[src/rtl/alu_sequencer.sv]
// alu_sequencer: multi-cycle control unit for the picoMIPS core.
// Fetches and latches the opcode, steers the ALU through execute,
// stretches multiply to MUL_CYCLES, runs the sw8 input handshake,
// evaluates branches from latched flags and drives PC/regfile strobes.
//
// Ports:
//   clk        in   system clock, rising edge
//   reset      in   asynchronous active-high reset
//   opcode     in   opcode field at current PC
//   alu_flags  in   live ALU flags {V,N,Z,C}
//   sw8        in   synchronised handshake switch
//   ir_load    out  instruction register load strobe
//   func       out  ALU function code
//   a_sel      out  ALU A input select
//   b_sel      out  ALU B input select
//   imm        out  ALU B takes the immediate
//   reg_we     out  register-file write enable
//   pc_incr    out  PC <= PC+1
//   pc_load    out  PC <= branch target
//   flags_q    out  latched {V,N,Z,C}
//   halted     out  core halted
//   illegal    out  sticky undefined-opcode indicator
module alu_sequencer #(
    parameter int MUL_CYCLES = 2,
    parameter int OPW        = 4
) (
    input  logic           clk,
    input  logic           reset,
    input  logic [OPW-1:0] opcode,
    input  logic [3:0]     alu_flags,
    input  logic           sw8,
    output logic           ir_load,
    output logic [2:0]     func,
    output logic [1:0]     a_sel,
    output logic [1:0]     b_sel,
    output logic           imm,
    output logic           reg_we,
    output logic           pc_incr,
    output logic           pc_load,
    output logic [3:0]     flags_q,
    output logic           halted,
    output logic           illegal
);

    // ALU function and input-select encodings (alucodes)
    localparam logic [2:0] RA     = 3'd0;
    localparam logic [2:0] RB     = 3'd1;
    localparam logic [2:0] RADD   = 3'd2;
    localparam logic [2:0] RSUB   = 3'd3;
    localparam logic [2:0] RMULL  = 3'd4;
    localparam logic [1:0] REG    = 2'd0;
    localparam logic [1:0] SW_7_0 = 2'd1;

    localparam logic [OPW-1:0] OP_NOP  = OPW'(0);
    localparam logic [OPW-1:0] OP_ADD  = OPW'(1);
    localparam logic [OPW-1:0] OP_ADDI = OPW'(2);
    localparam logic [OPW-1:0] OP_SUB  = OPW'(3);
    localparam logic [OPW-1:0] OP_SUBI = OPW'(4);
    localparam logic [OPW-1:0] OP_MUL  = OPW'(5);
    localparam logic [OPW-1:0] OP_MULI = OPW'(6);
    localparam logic [OPW-1:0] OP_MOV  = OPW'(7);
    localparam logic [OPW-1:0] OP_IN   = OPW'(8);
    localparam logic [OPW-1:0] OP_BEQ  = OPW'(9);
    localparam logic [OPW-1:0] OP_BNE  = OPW'(10);
    localparam logic [OPW-1:0] OP_HALT = OPW'(11);

    localparam logic [3:0] MUL_LOAD = 4'(MUL_CYCLES - 1);

    typedef enum logic [2:0] {
        S_FETCH,
        S_EXEC,
        S_MULW,
        S_INHI,
        S_INLO,
        S_HALT
    } state_t;

    state_t         state_q, state_d;
    logic [OPW-1:0] op_q, op_d;
    logic [3:0]     cnt_q, cnt_d;
    logic [3:0]     flags_d;
    logic           illegal_q, illegal_d;

    logic           ir_load_c, reg_we_c, pc_incr_c, pc_load_c;
    logic [2:0]     func_c;
    logic [1:0]     a_sel_c, b_sel_c;
    logic           imm_c;
    logic           active;

    always_ff @(posedge clk or posedge reset) begin
        if (reset) begin
            state_q   <= S_FETCH;
            op_q      <= '0;
            cnt_q     <= '0;
            flags_q   <= '0;
            illegal_q <= 1'b0;
        end else begin
            state_q   <= state_d;
            op_q      <= op_d;
            cnt_q     <= cnt_d;
            flags_q   <= flags_d;
            illegal_q <= illegal_d;
        end
    end

    // ALU steering, decoded only from the latched opcode
    assign active = (state_q == S_EXEC) || (state_q == S_MULW) ||
                    (state_q == S_INHI) || (state_q == S_INLO);

    always_comb begin
        func_c  = RA;
        a_sel_c = REG;
        b_sel_c = REG;
        imm_c   = 1'b0;
        if (active) begin
            case (op_q)
                OP_ADD:  func_c = RADD;
                OP_ADDI: begin
                    func_c = RADD;
                    imm_c  = 1'b1;
                end
                OP_SUB:  func_c = RSUB;
                OP_SUBI: begin
                    func_c = RSUB;
                    imm_c  = 1'b1;
                end
                OP_MUL:  func_c = RMULL;
                OP_MULI: begin
                    func_c = RMULL;
                    imm_c  = 1'b1;
                end
                OP_MOV:  func_c = RB;
                OP_IN:   a_sel_c = SW_7_0;
                default: ;
            endcase
        end
    end

    always_comb begin
        state_d   = state_q;
        op_d      = op_q;
        cnt_d     = cnt_q;
        flags_d   = flags_q;
        illegal_d = illegal_q;
        ir_load_c = 1'b0;
        reg_we_c  = 1'b0;
        pc_incr_c = 1'b0;
        pc_load_c = 1'b0;
        case (state_q)
            S_FETCH: begin
                ir_load_c = 1'b1;
                op_d      = opcode;
                state_d   = S_EXEC;
            end
            S_EXEC: begin
                state_d = S_FETCH;
                case (op_q)
                    OP_NOP: pc_incr_c = 1'b1;
                    OP_ADD, OP_ADDI, OP_SUB, OP_SUBI: begin
                        reg_we_c  = 1'b1;
                        pc_incr_c = 1'b1;
                        flags_d   = alu_flags;
                    end
                    OP_MOV: begin
                        reg_we_c  = 1'b1;
                        pc_incr_c = 1'b1;
                    end
                    OP_MUL, OP_MULI: begin
                        if (MUL_CYCLES == 1) begin
                            reg_we_c  = 1'b1;
                            pc_incr_c = 1'b1;
                        end else begin
                            cnt_d   = MUL_LOAD;
                            state_d = S_MULW;
                        end
                    end
                    OP_IN:   state_d = S_INHI;
                    OP_BEQ: begin
                        pc_load_c = flags_q[1];
                        pc_incr_c = ~flags_q[1];
                    end
                    OP_BNE: begin
                        pc_load_c = ~flags_q[1];
                        pc_incr_c = flags_q[1];
                    end
                    OP_HALT: state_d = S_HALT;
                    default: begin
                        pc_incr_c = 1'b1;
                        illegal_d = 1'b1;
                    end
                endcase
            end
            S_MULW: begin
                // EXEC already spent one cycle, so the decremented
                // count reaching zero marks the last execute cycle.
                cnt_d = cnt_q - 4'd1;
                if (cnt_d == 4'd0) begin
                    reg_we_c  = 1'b1;
                    pc_incr_c = 1'b1;
                    state_d   = S_FETCH;
                end
            end
            S_INHI: begin
                if (sw8) state_d = S_INLO;
            end
            S_INLO: begin
                if (!sw8) begin
                    reg_we_c  = 1'b1;
                    pc_incr_c = 1'b1;
                    state_d   = S_FETCH;
                end
            end
            S_HALT: ;
            default: state_d = S_FETCH;
        endcase
    end

    // Outputs are forced quiet while reset is held, independent of state
    assign ir_load = ir_load_c & ~reset;
    assign reg_we  = reg_we_c & ~reset;
    assign pc_incr = pc_incr_c & ~reset;
    assign pc_load = pc_load_c & ~reset;
    assign func    = reset ? RA : func_c;
    assign a_sel   = reset ? REG : a_sel_c;
    assign b_sel   = reset ? REG : b_sel_c;
    assign imm     = imm_c & ~reset;
    assign halted  = (state_q == S_HALT);
    assign illegal = illegal_q;

endmodule

[config.mk]
export PLATFORM = sky130hd
export DESIGN_NAME = alu_sequencer
export DESIGN_NICKNAME = d
export VERILOG_FILES = /design/src/rtl/alu_sequencer.sv
export SDC_FILE = /design/constraint.sdc
export NUM_CORES = 1
export LEC_CHECK = 0
export CORE_MARGIN = 4
export CORE_UTILIZATION = 45
export CTS_CLUSTER_DIAMETER = 40
export CTS_CLUSTER_SIZE = 28
export DETAILED_ROUTE_END_ITERATION = 6
export PLACE_DENSITY = 0.8
export REMOVE_ABC_BUFFERS = 1
export SYNTH_ARGS = -nofsm -noshare
export SYNTH_HDL_FRONTEND = slang
export SYNTH_SLANG_ARGS = --single-unit
[constraint.sdc]
create_clock -name clk -period 4.3 [get_ports clk]
set_clock_uncertainty 0.15 [all_clocks]
set_input_delay 0.43 -clock clk [delete_from_list [all_inputs] [get_ports clk]]
set_output_delay 0.43 -clock clk [all_outputs]
set_load 0.02 [all_outputs]
Word-level counts from Yosys, hierarchy flattened
Cells that the tools add are included.

cells by class
  add/sub/neg operators = 1
  equal/unequal tests = 20
  mux-type cells = 24
  bitwise operators = 9
  reductions and logical operators = 19

operators with widths
  cell                number
  $pmux 3 s6          1
  $eq 4x3->1 const B  4
  $eq 4x4->1 const B  4
  $mux 3              5
  $pmux 3 s4          1
  $reduce_or 12->1    1
  $mux 1              9
  $pmux 1 s3          3
  $pmux 3 s3          1
  $eq 4x2->1 const B  2
  $logic_not 4->1     2
  $pmux 4 s2          1
  $reduce_or 4->1     2
  $eq 3x2->1 const B  2
  $eq 3x3->1 const B  2
  $ne 2x2->1 const B  3
  $reduce_and 2->1    3
  $reduce_or 2->1     3
  $and 1x1->1         5
  $reduce_or 5->1     1
  $eq 4x1->1 const B  1
  $mux 4              1
  $not 1->1           4
  $reduce_and 4->1    1
  9 further kinds     11

word-level totals
  bits in registers = 16
  input port bits = 11
  output and inout bits = 18
  word-level logic and storage cells = 78

Logic depth before layout (Yosys ltp)
Gate-level depths: netlist of run 1.

  depth in word-level cells = 6
  depth in mapped cells = 7

Least setup slack after synthesis of run 1
OpenSTA, ideal clock, no wires.

  path type = register -> output
  start point = register state_q[2]
  end point = output pc_load
  data arrival time = 2.013 ns
  path slack = 1.707 ns
  stages on the path, launching flop included = 4
  path buffers = 1
  cells stage by stage = dfrtp_1 -> buf_6 -> or3b_4 -> a2111oi_0

on the way
  word-level cells in the longest chain between the ends = 3

ends and longest elaborated chain
  item                    RTL line  RTL
  start, declared         78        state_t state_q, state_d;
  start signal, assigned  98        state_q <= state_d;
  $eq 3x1->1              149       case (state_q)
  $mux 1                  149
  $and 1x1->1             222       assign pc_load = pc_load_c & ~reset;
  end, declared           39        output logic pc_load,

No other way between the ends.

Worst setup path in the final report of run 1
  start point = register cnt_q[0]
  end point = output reg_we

on the way
  word-level cells in the longest chain between the ends = 5

ends and longest elaborated chain
  item                    RTL line  RTL
  start, declared         80        logic [3:0] cnt_q, cnt_d;
  start signal, assigned  100       cnt_q <= cnt_d;
  $sub 4x1->4             196       cnt_d = cnt_q - 4'd1;
  $logic_not 4->1         197       if (cnt_d == 4'd0) begin
  $mux 1                  197
  $pmux 1 s3              149
  $and 1x1->1             220       assign reg_we = reg_we_c & ~reset;
  end, declared           37        output logic reg_we,

No other way between the ends.

==> reports/metrics.yaml, run 1 <==
global_routing:
  grt-ovfl-total: 0
  grt_max_degree: 17
  use_met3_pct: 4.98
  antenna_found_initial: 0
  top_usage_layer: "met2"
  met1_usage_pct: 21.3
  grt_pass1_vias: 944
  grt_pass1_wl_mm: 4.27
  use_met2_pct: 26.9
  grt_usage_pct: 16.1
finish:
  final_cells: 167
  drive_gt1_share_pct: 11.5
  num-fill-cells: 202
  seq_area_um2: 400
  diodes: 0
  multi_input_area_um2: 606
  syn2layout_area_growth_pct: 24.5
  fin_area_um2: 1350
  layout.nets: 153
cts:
  clock_path_buffers: 2
  clock-sinks: 16
  clkLatencyLatePin_ns: 0.29
  clock-root-buffer: "clkbuf_4"
  cts_resized: 0
  hold_buffers: 0
  cts_setup_buffers: 0
  cts_buffers: 3
  ctsHtreeMaxLevel: 1
  cts_tree: "built"
  cts.clk_slew.worst_paths_ns: 0.10
power_and_ir_drop:
  leakagePower_nw: 0.547
  ir_worst_vdd_mv: 0.542
  power_density_nw_per_um2: 760
  power_mw: 1.02
worst_setup_path:
  cp_cell_sequence: "inv_1, ha_1, o21bai_1, o21a_1, o21ai_1, a31oi_1, a2111oi_2, clkdlybuf4s50_1"
  cpPeakStageDelay_ns: 0.67
  cp-start-kind: "flip-flop"
  path_class: "reg2out"
  endpoint_kind: "output port"
  crit_fanout: 5
  crit_arrival_ns: 2.79
  cp_slowest_cell: "clkdlybuf4s50_1"
  reg2reg_slack_ns: 2.40
  crit_start: "cnt_q[0]"
  reg2reg_from: "state_q[0]"
  ff2ff_path_depth: 4
  required_ns: 3.72
sta:
  setup_viol: 0
  fin_crit_sh_pct: 78.4
  worst_slew_pin_slew_ns: 0.625
  fmax_mhz: 297
  finalSetupTns_ns: 0
  hold_viol: 0
  fin_crit_ns: 3.37
  slew_viol_final: 0
  holdWs_ns: 0.340
  rsz0062_at_grt: "false"
  slew_headroom_pct: 58.3
die:
  die_w_um: 57.0
  die_height_um: 57.0
  fp.dieArea_um2: 3250
  rows: 17
  start_util_pct: 47.9
  coreArea_um2: 2250
  ios: 29
flow_run:
  max_cap_violations: 0
status:
  status: "complete, no violations"
synth:
  synth_ff_type: "dfrtp_1"
  synth.distinct_cells: 41
  async_flop_share_pct: 100
  synth_largest_area_cell: "dfrtp_1"
  netlist_area_um2: 1080
  ys_warn_count: 0
  syn_area_per_cell_um2: 9.16
  syn_inst: 118
  ys_top_cells_by_area: "dfrtp_1, mux2_4, nand2_1"
  synth_edf_count: 0
  netlist.area_leader.share_pct: 37.0
  yosysSeqAreaShare_pct: 37.0
  synth-seq-cells: 16
drt:
  wirelength_mm: 2.44
  wl_per_cell_um: 14.6
  drtAntennaViolNets: 0
  drtPass1Iterations: 4
  drc: 0
  drt_iter0_markers: 24
  via_per_inst: 5.59
  vias: 934
place:
  place_congestion: 0.797
  place_hpwl_mm: 1.81
  io_buffers: 25
  dpl_cell_area_um2: 1310
  placed_cells: 163
hold_path:
  min-delay-start: "illegal"
  hold_depth: 1
  hp-class: "reg2reg"
==> per-stage QoR <==
| step | setup WS (ns) | util (%) |
|---|---|---|
| 5_1_grt | 0.760 | 59.7 |
| 3_5_place_dp | 1.29 | 58.1 |
| 3_3_place_gp | 1.28 | 58.1 |
| 2_1_floorplan | 1.65 | - |
| 4_1_cts | 0.950 | 59.7 |
| 6_report | 0.930 | 59.7 |
==> state kept, by name, summed over array words and instances, names as in the netlist <==
name,cells
flags_q,4
state_q,3
illegal,1
op_q,4
cnt_q,4
==> cells by family after synthesis <==
| kind of cell | count (synthesis) | share of synthesized area, % |
|---|---|---|
| flops | 16 | 37.0 |
| mux | 8 | 9.61 |
| simple gates | 44 | 22.9 |
| other cells | 1 | 0.347 |
| fa+ha+maj | 2 | 2.31 |
| compound gates | 30 | 18.5 |
| buf+inv | 15 | 7.64 |
| xor+xnor | 2 | 1.62 |
==> layout make-up <==
cell class              count  share of cell area [%]
flip-flops and latches     16                    29.7
well taps                  28                    2.60
multi-input cells          89                    45.0
repair buffers             25                    18.6
clock buffers               4                    2.70
inverters                   5                    1.39
==> per-layer routing <==
layer	routed length (µm)	part of all wire (%)	vias to the layer above
li1	-	-	459
met1	1130	46	441
met2	1160	47	34
met3	153	6.3	0
met4	0	0	0
met5	0	0	-
==> cell usage after synthesis (2+ instances only) <==
| library cell | number |
|---|---|
| o21ai_1 | 7 |
| dfrtp_1 | 16 |
| nand3b_1 | 4 |
| buf_4 | 4 |
| ha_1 | 2 |
| clkbuf_1 | 2 |
| or4_1 | 2 |
| nand2_1 | 11 |
| mux2_2 | 3 |
| o22ai_1 | 2 |
| mux2_4 | 4 |
| nand2b_1 | 4 |
| o21ai_0 | 5 |
| nor3_1 | 5 |
| buf_2 | 3 |
| o21a_1 | 2 |
| xor2_1 | 2 |
| a21oi_1 | 3 |
| a31oi_1 | 2 |
| inv_1 | 5 |
| nor2_1 | 10 |
==> path summary, 6_finish.rpt <==
check | to
min reg2reg | illegal
max reg2reg | flags_q[2]
min in group asynchronous | state_q[1]
max | reg_we
min | illegal
max in group asynchronous | state_q[0]
==> power breakdown <==
group | total (mW) | internal [mW] | switching (mW)
logic | 0.579 | 0.287 | 0.292
registers | 0.343 | 0.220 | 0.123
clock network | 0.100 | 0.0516 | 0.0487
==> critical path, delay by kind of cell (launching register included) <==
family / cells / cell delay (ns)
buffers and inverters: 2 / 0.77
AOI/OAI and AO/OA: 5 / 1.07
DFF: 1 / 0.41
adders and majority gates: 1 / 0.25
==> placed cells by master, fill, tap and decap left out, types with 4 or more instances in the layout <==
cell type	count
clkdlybuf4s50_1	25
dfrtp_1	16
nand2_1	11
nor2_1	10
o21ai_1	7
nor3_1	5
inv_1	5
o21ai_0	5
mux2_4	4
nand2b_1	4
nand3b_1	4
Power figures use the tool's default switching activity.
==> inputs of run 2 (changes only) <==
==> constraint.sdc (replaced) <==
create_clock -name clk -period 3.5 [get_ports clk]
set_clock_uncertainty 0.15 [all_clocks]
set_input_delay 0.35 -clock clk [delete_from_list [all_inputs] [get_ports clk]]
set_output_delay 0.35 -clock clk [all_outputs]
set_load 0.02 [all_outputs]
==> reports/metrics.yaml, run 2 (synthesis results as in run 1) <==
worst_setup_path:
  cp_slowest_cell: "clkdlybuf4s50_1"
  endpoint_kind: "output port"
  crit_arrival_ns: 2.54  # -0.25 ns
  required_ns: 3.00  # -0.72 ns
  ff2ff_path_depth: 4  # unchanged
  cp-start-kind: "flip-flop"
  cpPeakStageDelay_ns: 0.63  # -0.04 ns
  path_class: "reg2out"
  critPathBufInv: 2  # unchanged
  crit_fanout: 5  # unchanged
  cp_top_family: "compound AO/OA/AOI/OAI gates"
  path_depth: 8  # unchanged
  cp_cell_sequence: "inv_1, ha_1, o21bai_1, o21a_1, o21ai_1, a31oi_1, a21oi_1, clkdlybuf4s50_1"
status:
  status: "complete, no violations"
place:
  place_hpwl_mm: 1.78  # -1.8%
  place_congestion: 0.846  # +6.2%
  io_buffers: 25  # unchanged
  placed_cells: 163  # unchanged
finish:
  syn2layout_area_growth_pct: 24.8
  layout.nets: 153  # unchanged
  utilization_pct: 59.8  # +0.11 points
  layout_common_cells: "clkdlybuf4s50_1, dfrtp_1, nand2_1"
  reg_top3: "cnt_q x4, flags_q x4, op_q x4"
  diodes: 0  # unchanged
  final_cells: 167  # unchanged
  final_common_cell: "clkdlybuf4s50_1"
  drive_gt1_share_pct: 11.5  # unchanged
cts:
  clkLatencyLatePin_ns: 0.30  # about the same
  cts.clk_slew.worst_paths_ns: 0.10  # about the same
  cts_buffers: 3  # unchanged
  clock_path_buffers: 2  # unchanged
  cts_setup_buffers: 0  # unchanged
  clock-sinks: 16  # unchanged
  ctsHtreeMaxLevel: 1  # unchanged
  cts_tree: "built"
  clock-root-buffer: "clkbuf_4"
power_and_ir_drop:
  ir_worst_vdd_mv: 0.558  # +2.8%
  leakagePower_nw: 0.565  # +3.3%
  power_mw: 1.26  # +23%
  power_density_nw_per_um2: 935  # +23%
sta:
  finalSetupTns_ns: 0  # unchanged
  rsz0062_at_grt: "false"
  slew_headroom_pct: 58.3  # about the same
  slew_viol_final: 0  # unchanged
  fin_crit_sh_pct: 86.8
  worst_slew_pin_slew_ns: 0.625  # +0.000774 ns
  setup_viol: 0  # unchanged
  fmax_mhz: 329
  fin_crit_ns: 3.04
  hold_viol: 0  # unchanged
drt:
  wl_per_cell_um: 14.5  # -1.1%
  drt_iter0_markers: 28  # +17%
  via_per_inst: 5.58  # -0.21%
  wirelength_mm: 2.41  # -1.1%
  drtPass1Iterations: 4  # unchanged
  drtAntennaViolNets: 0  # unchanged
  drc: 0  # unchanged
  vias: 932  # -0.21%
die:
  ios: 29  # unchanged
  rows: 17  # unchanged
  coreArea_um2: 2250  # unchanged
  die_height_um: 57.0  # unchanged
  start_util_pct: 47.9  # unchanged
  die_w_um: 57.0  # unchanged
  fp.dieArea_um2: 3250  # unchanged
global_routing:
  grt_usage_pct: 16.1  # about the same
  grt_pass1_vias: 938  # -0.64%
  antenna_found_initial: 0  # unchanged
  grt_max_degree: 17  # unchanged
  grt_pass1_wl_mm: 4.17  # -2.3%
  grt-ovfl-total: 0  # unchanged
hold_path:
  hp-class: "reg2reg"
  hold_depth: 1  # unchanged
flow_run:
  max_cap_violations: 0  # unchanged
==> run 2: what timing repair did <==
item                                    in CTS  in global routing
hold buffers                                 0                  0
resized for setup                            0                  1
endpoints found under the setup margin       0                  1
==> run 2: worst paths after layout <==
check,slack [ns],from,end
worst max-delay path,0.46,cnt_q[0],pc_incr
worst min-delay path,0.36,illegal,illegal
worst max register to register,1.57,state_q[0],flags_q[2]
worst min register to register,0.36,illegal,illegal
max in group asynchronous,2.34,reset,flags_q[1]
min in group asynchronous,0.46,reset,op_q[3]
==> run 2: power breakdown <==
| part | total (mW) | internal [mW] | switching, mW |
|---|---|---|---|
| Combinational | 0.709 | 0.353 | 0.356 |
| Clock | 0.127 | 0.0635 | 0.0639 |
| Sequential | 0.425 | 0.270 | 0.155 |
==> run 2: per-layer routing <==
metal	up-vias	track usage (%)	share of wire (%)
met4	0	4.64	0.87
met3	5	5.66	5.9
met1	440	20.1	46
met5	-	0	0
met2	28	26.4	48
li1	459	-	-
==> run 2: area by class of cell <==
cell class	count	area [µm²]
Sequential cell	16	400
Tap cell	28	35.0
Timing Repair Buffer	25	253
Multi-Input combinational cell	89	606
Fill cell	216	906
Clock buffer	4	36.3
Inverter	5	18.8
==> run 2: stage by stage <==
stage,hold WS (ns),instance area [µm²],worst slack (ns)
floorplan,0.114,1020,0.933
global placement,0.304,1310,0.644
detailed placement,0.321,1310,0.562
CTS,0.349,1350,0.196
global route,0.378,1350,0.286
finish,0.356,1350,0.461
